### config.mk
export PLATFORM = sky130hd
export DESIGN_NAME = bipad_ctrl
export DESIGN_NICKNAME = d
export VERILOG_FILES = /design/src/rtl/bipad_ctrl.sv
export SDC_FILE = /design/constraint.sdc
export NUM_CORES = 1
export LEC_CHECK = 0
export ABC_AREA = 1
export CORE_AREA = 2 2 39 41
export CTS_CLUSTER_SIZE = 30
export DETAILED_ROUTE_END_ITERATION = 10
export DIE_AREA = 0 0 41 43
export SYNTH_ARGS = -nofsm -noshare
export SYNTH_HDL_FRONTEND = slang
export SYNTH_SLANG_ARGS = --single-unit
### constraint.sdc
create_clock -name CLK -period 1.1 [get_ports CLK]
set_input_delay 0.22 -clock CLK [delete_from_list [all_inputs] [get_ports CLK]]
set_output_delay 0.22 -clock CLK [all_outputs]
set_load 0.02 [all_outputs]
### src/rtl/bipad_ctrl.sv
// Core-side controller for one bidirectional pad: dead-time direction turnaround
// on the output side, synchronizer plus debounce filter with edge pulses on the input side.
module bipad_ctrl #(
   parameter int unsigned SYNC_STAGES = 2,
   parameter int unsigned DEBOUNCE    = 4,
   parameter int unsigned TURN        = 2,
   parameter logic        INIT        = 1'b0
) (
   input  logic CLK,
   input  logic RST,
   input  logic PAD_Q,
   input  logic A,
   input  logic OE_REQ,
   output logic PAD_A,
   output logic PAD_EN,
   output logic OE_ACK,
   output logic Q,
   output logic RISE,
   output logic FALL
);

   localparam int unsigned DB_W = (DEBOUNCE > 1) ? $clog2(DEBOUNCE) : 1;
   localparam int unsigned TC_W = (TURN > 1) ? $clog2(TURN) : 1;

   localparam logic [1:0] ST_IN    = 2'd0;
   localparam logic [1:0] ST_T_OUT = 2'd1;
   localparam logic [1:0] ST_OUT   = 2'd2;
   localparam logic [1:0] ST_T_IN  = 2'd3;

   logic [SYNC_STAGES-1:0] sync_q, sync_d;
   logic [DB_W-1:0]        db_cnt_q, db_cnt_d;
   logic                   q_q, q_d;
   logic                   rise_q, rise_d;
   logic                   fall_q, fall_d;
   logic [1:0]             state_q, state_d;
   logic [TC_W-1:0]        turn_cnt_q, turn_cnt_d;
   logic                   pad_a_q, pad_a_d;
   logic                   pad_en_q, pad_en_d;
   logic                   sync_s;

   assign sync_s = sync_q[SYNC_STAGES-1];

   // Input path: shift the pad into the synchronizer, accept a new level only
   // after DEBOUNCE consecutive samples disagree with the current level.
   always_comb begin
      sync_d   = {sync_q[SYNC_STAGES-2:0], PAD_Q};
      db_cnt_d = '0;
      q_d      = q_q;
      rise_d   = 1'b0;
      fall_d   = 1'b0;
      if (sync_s != q_q) begin
         if (db_cnt_q == DB_W'(DEBOUNCE - 1)) begin
            q_d    = sync_s;
            rise_d = sync_s;
            fall_d = ~sync_s;
         end else begin
            db_cnt_d = db_cnt_q + DB_W'(1);
         end
      end
   end

   // Direction FSM: every change of direction spends TURN cycles with the pad released.
   always_comb begin
      state_d    = state_q;
      turn_cnt_d = turn_cnt_q;
      case (state_q)
         ST_IN: begin
            if (OE_REQ) begin
               state_d    = ST_T_OUT;
               turn_cnt_d = '0;
            end
         end
         ST_T_OUT: begin
            turn_cnt_d = turn_cnt_q + TC_W'(1);
            if (!OE_REQ) begin
               state_d = ST_IN;
            end else if (turn_cnt_q == TC_W'(TURN - 1)) begin
               state_d = ST_OUT;
            end
         end
         ST_OUT: begin
            if (!OE_REQ) begin
               state_d    = ST_T_IN;
               turn_cnt_d = '0;
            end
         end
         ST_T_IN: begin
            turn_cnt_d = turn_cnt_q + TC_W'(1);
            if (turn_cnt_q == TC_W'(TURN - 1)) begin
               state_d = ST_IN;
            end
         end
         default: begin
            state_d    = ST_IN;
            turn_cnt_d = '0;
         end
      endcase
   end

   // Enable is a flop of "was in OUT", so it drops on the cycle after leaving OUT.
   always_comb begin
      pad_a_d  = A;
      pad_en_d = (state_q == ST_OUT);
   end

   always_ff @(posedge CLK) begin
      if (RST) begin
         sync_q     <= {SYNC_STAGES{INIT}};
         db_cnt_q   <= '0;
         q_q        <= INIT;
         rise_q     <= 1'b0;
         fall_q     <= 1'b0;
         state_q    <= ST_IN;
         turn_cnt_q <= '0;
         pad_a_q    <= 1'b0;
         pad_en_q   <= 1'b0;
      end else begin
         sync_q     <= sync_d;
         db_cnt_q   <= db_cnt_d;
         q_q        <= q_d;
         rise_q     <= rise_d;
         fall_q     <= fall_d;
         state_q    <= state_d;
         turn_cnt_q <= turn_cnt_d;
         pad_a_q    <= pad_a_d;
         pad_en_q   <= pad_en_d;
      end
   end

   assign PAD_A  = pad_a_q;
   assign PAD_EN = pad_en_q;
   assign OE_ACK = pad_en_q;
   assign Q      = q_q;
   assign RISE   = rise_q;
   assign FALL   = fall_q;

endmodule

==> impl_metrics.json <==
{
  "status": "finished clean",
  "synth_top_area_share_pct": 54.5,
  "synthFlopType": "dfxtp_1",
  "hold_violations": 0,
  "synth_seq_area_share_pct": 54.5,
  "cts-root-buf": "clkbuf_4",
  "drtIter0Drc": 14,
  "post_drt_wl_per_cell_um": 7.94,
  "synth_cell_type_count": 14,
  "grt_max_degree": 7,
  "crit_chain": "buf_2",
  "yosys.area_share.simple_pct": 21.6,
  "ys_top_cells_by_count": "dfxtp_1, inv_1, nand2_1",
  "swShare_pct": 22.2,
  "cp.required_ns": 0.88,
  "via_per_inst": 4.30,
  "grt_pass1_vias": 305,
  "path_depth": 1,
  "clk_pin_slew_ns": 0.07,
  "rsz0062_at_grt": "false",
  "numClockSinks": 12,
  "place_inst": 80,
  "gp_congestion": 0.676,
  "fin_skew_ns": 0.00140,
  "grt-ovfl-total": 0,
  "drc_errors": 0,
  "cpMaxStageDelayCell": "dfxtp_1",
  "finalCriticalPeriod_ns": 0.974,
  "nets": 75,
  "core_area_um2": 1380,
  "antenna_found_initial": 0,
  "crit_path_start_kind": "flip-flop",
  "ys_async_sr_fraction_pct": 0,
  "syn-instance-count": 53,
  "critPathMaxFanout": 2,
  "synth-edff-count": 0,
  "yosys-top-cells-area": "dfxtp_1, inv_1, nand2_1",
  "avgSynthCellArea_um2": 8.31,
  "min_from": "sync_q[0]$_SDFF_PP0_",
  "ant_nets": 0,
  "synth_top_family_by_area": "simple AND/OR/NAND/NOR gates",
  "reg2regPathDepth": 4,
  "fillers": 154,
  "leakagePower_uw": 0.000286,
  "p_sw_uw": 172,
  "synth_compound_area_share_pct": 7.39,
  "yosys_warnings": 0,
  "peakVddDrop_uv": 614,
  "tightest_slew_ns": 0.148,
  "htree_levels": 1,
  "final_area_um2": 561,
  "drive_gt1_share_pct": 22.4,
  "p_int_uw": 606,
  "period_share_pct": 88.6,
  "rows": 14,
  "final_core_util_pct": 40.5,
  "stdcell_count": 83,
  "port_buffers": 10,
  "pwr-share-comb_pct": 8.0,
  "post-cts-setup-buffers": 0,
  "cts_buffers": 3,
  "hold_buffers": 0,
  "drt_pass1_iterations": 4,
  "setup_viol": 0,
  "rr_endpoint": "Q$_SDFFE_PP0P_",
  "n_antenna_cell": 0,
  "syn_area_um2": 440,
  "muxShareOfSynthArea_pct": 0,
  "min_to": "sync_q[1]$_SDFF_PP0_",
  "pwr-share-clk_pct": 32.9,
  "dp_hpwl_um": 526,
  "drv_slew": 0,
  "synth_adder_area_share_pct": 2.84,
  "vias": 357,
  "maxCapViolCount": 0,
  "path_delay_family": "flip-flops",
  "critPathMaxStageDelay_ns": 0.33,
  "synthXorXnorAreaFrac_pct": 0,
  "synth_top_cell_by_area": "dfxtp_1",
  "start_util_pct": 31.8,
  "grt_pass1_wl_um": 1190,
  "crit_arrival_ns": 0.75,
  "timing.fmax_mhz": 1030,
  "slew_headroom_pct": 90.0,
  "cts_buffer_depth": 2,
  "wl_um": 659,
  "area_delta_synth_final_pct": 27.3,
  "crit_type": "reg -> out",
  "pin_count": 11,
  "reg2reg_setup_slack_ns": 0.18,
  "place_area_um2": 568,
  "clkLatencyLatePin_ns": 0.26,
  "syn_nets": 59,
  "cellPowerDensity_nw_per_um2": 1390,
  "dp_slack_ns": -0.0508,
  "hp-class": "reg -> reg",
  "r2r_start": "db_cnt_q[0]$_SDFF_PP0_",
  "fp.dieW_um": 41,
  "end_kind": "output port",
  "postLayoutSetupSlackWorst_ns": 0.126,
  "tns_ns": 0,
  "ys_ff_latch": 12,
  "grtUsageTotal_pct": 10.6,
  "pwr-share-seq_pct": 59.1,
  "die_area_um2": 1760,
  "cp_num_buf_inv": 1,
  "holdPathStages": 2,
  "cts_tree": "built",
  "dieHeight_um": 43
}
==> what timing repair did <==
item | 4_1_cts | 5_1_grt
resized for setup | 16 | 6
setup endpoints to repair | 6 | 6
pin swaps | 0 | 0
==> registers in the layout (all words and copies together) (netlist names), named ones only <==
| register | cells |
|---|---|
| sync_q | 2 |
| FALL | 1 |
| RISE | 1 |
| db_cnt_q | 2 |
| turn_cnt_q | 1 |
| OE_ACK | 1 |
| Q | 1 |
| PAD_A | 1 |
| state_q | 1 |
==> worst max-delay path by stage <==
stage / startpoint / endpoint / slack (ns)
after global routing: OE_ACK$_SDFF_PP0_ / PAD_EN / 0.08
after floorplan: db_cnt_q[0]$_SDFF_PP0_ / Q$_SDFFE_PP0P_ / 0.24
final: Q$_SDFFE_PP0P_ / Q / 0.13
after global placement: OE_REQ / state_q[0]$_SDFFE_PP0P_ / -0.04
after CTS: RISE$_SDFF_PP0_ / RISE / 0.001
after detailed placement: OE_REQ / state_q[0]$_SDFFE_PP0P_ / -0.05
==> cell usage in the layout, fill, tap and decap left out <==
master | netlist | final
dfxtp_1 | 12 | 12
inv_1 | 12 | 12
nand2_1 | 7 | 7
nor2_1 | 6 | 6
clkdlybuf4s50_1 | 0 | 4
buf_2 | 0 | 4
nand4_1 | 3 | 3
a21oi_1 | 3 | 3
clkbuf_4 | 0 | 3
inv_2 | 2 | 2
o21ai_0 | 2 | 2
clkbuf_2 | 0 | 2
buf_4 | 1 | 2
nand3_2 | 1 | 1
nand4_2 | 1 | 1
nor3_1 | 1 | 1
o211ai_1 | 1 | 1
ha_1 | 1 | 1
==> routing by layer <==
metal	global-route usage, %	up-vias	wire, um
met5	0	-	0
li1	-	191	-
met1	13.0	148	286
met3	6.28	0	67
met2	12.8	18	305
met4	8.00	0	0
==> per-stage QoR <==
step                hold WS, ns  total power, uW
global placement          0.398              534
finish                    0.407              778
CTS                       0.411              799
floorplan                 0.289              503
global route              0.432              833
detailed placement        0.399              536
==> power groups by stage <==
stage	combinational [uW]	sequential [uW]	clock (uW)
floorplan	31.9	471	0
global placement	63.8	470	0
detailed placement	65.8	470	0
CTS	65.0	460	275
global route	72.5	462	298
finish	62.3	460	256
==> cell families after synthesis <==
| group | Yosys count |
|---|---|
| simple gates | 19 |
| flops | 12 |
| buf+inv | 15 |
| compound gates | 6 |
| fa+ha+maj | 1 |
==> area by class of cell <==
class	instances	area [um^2]	share of cell area, %
Sequential cell	12	240	42.9
Multi-Input combinational cell	26	140	25.0
Timing Repair Buffer	12	85.1	15.2
Inverter	14	52.6	9.37
Clock buffer	3	22.5	4.02
Tap cell	16	20.0	3.57
No activity file was read; power rests on OpenSTA's default activity.
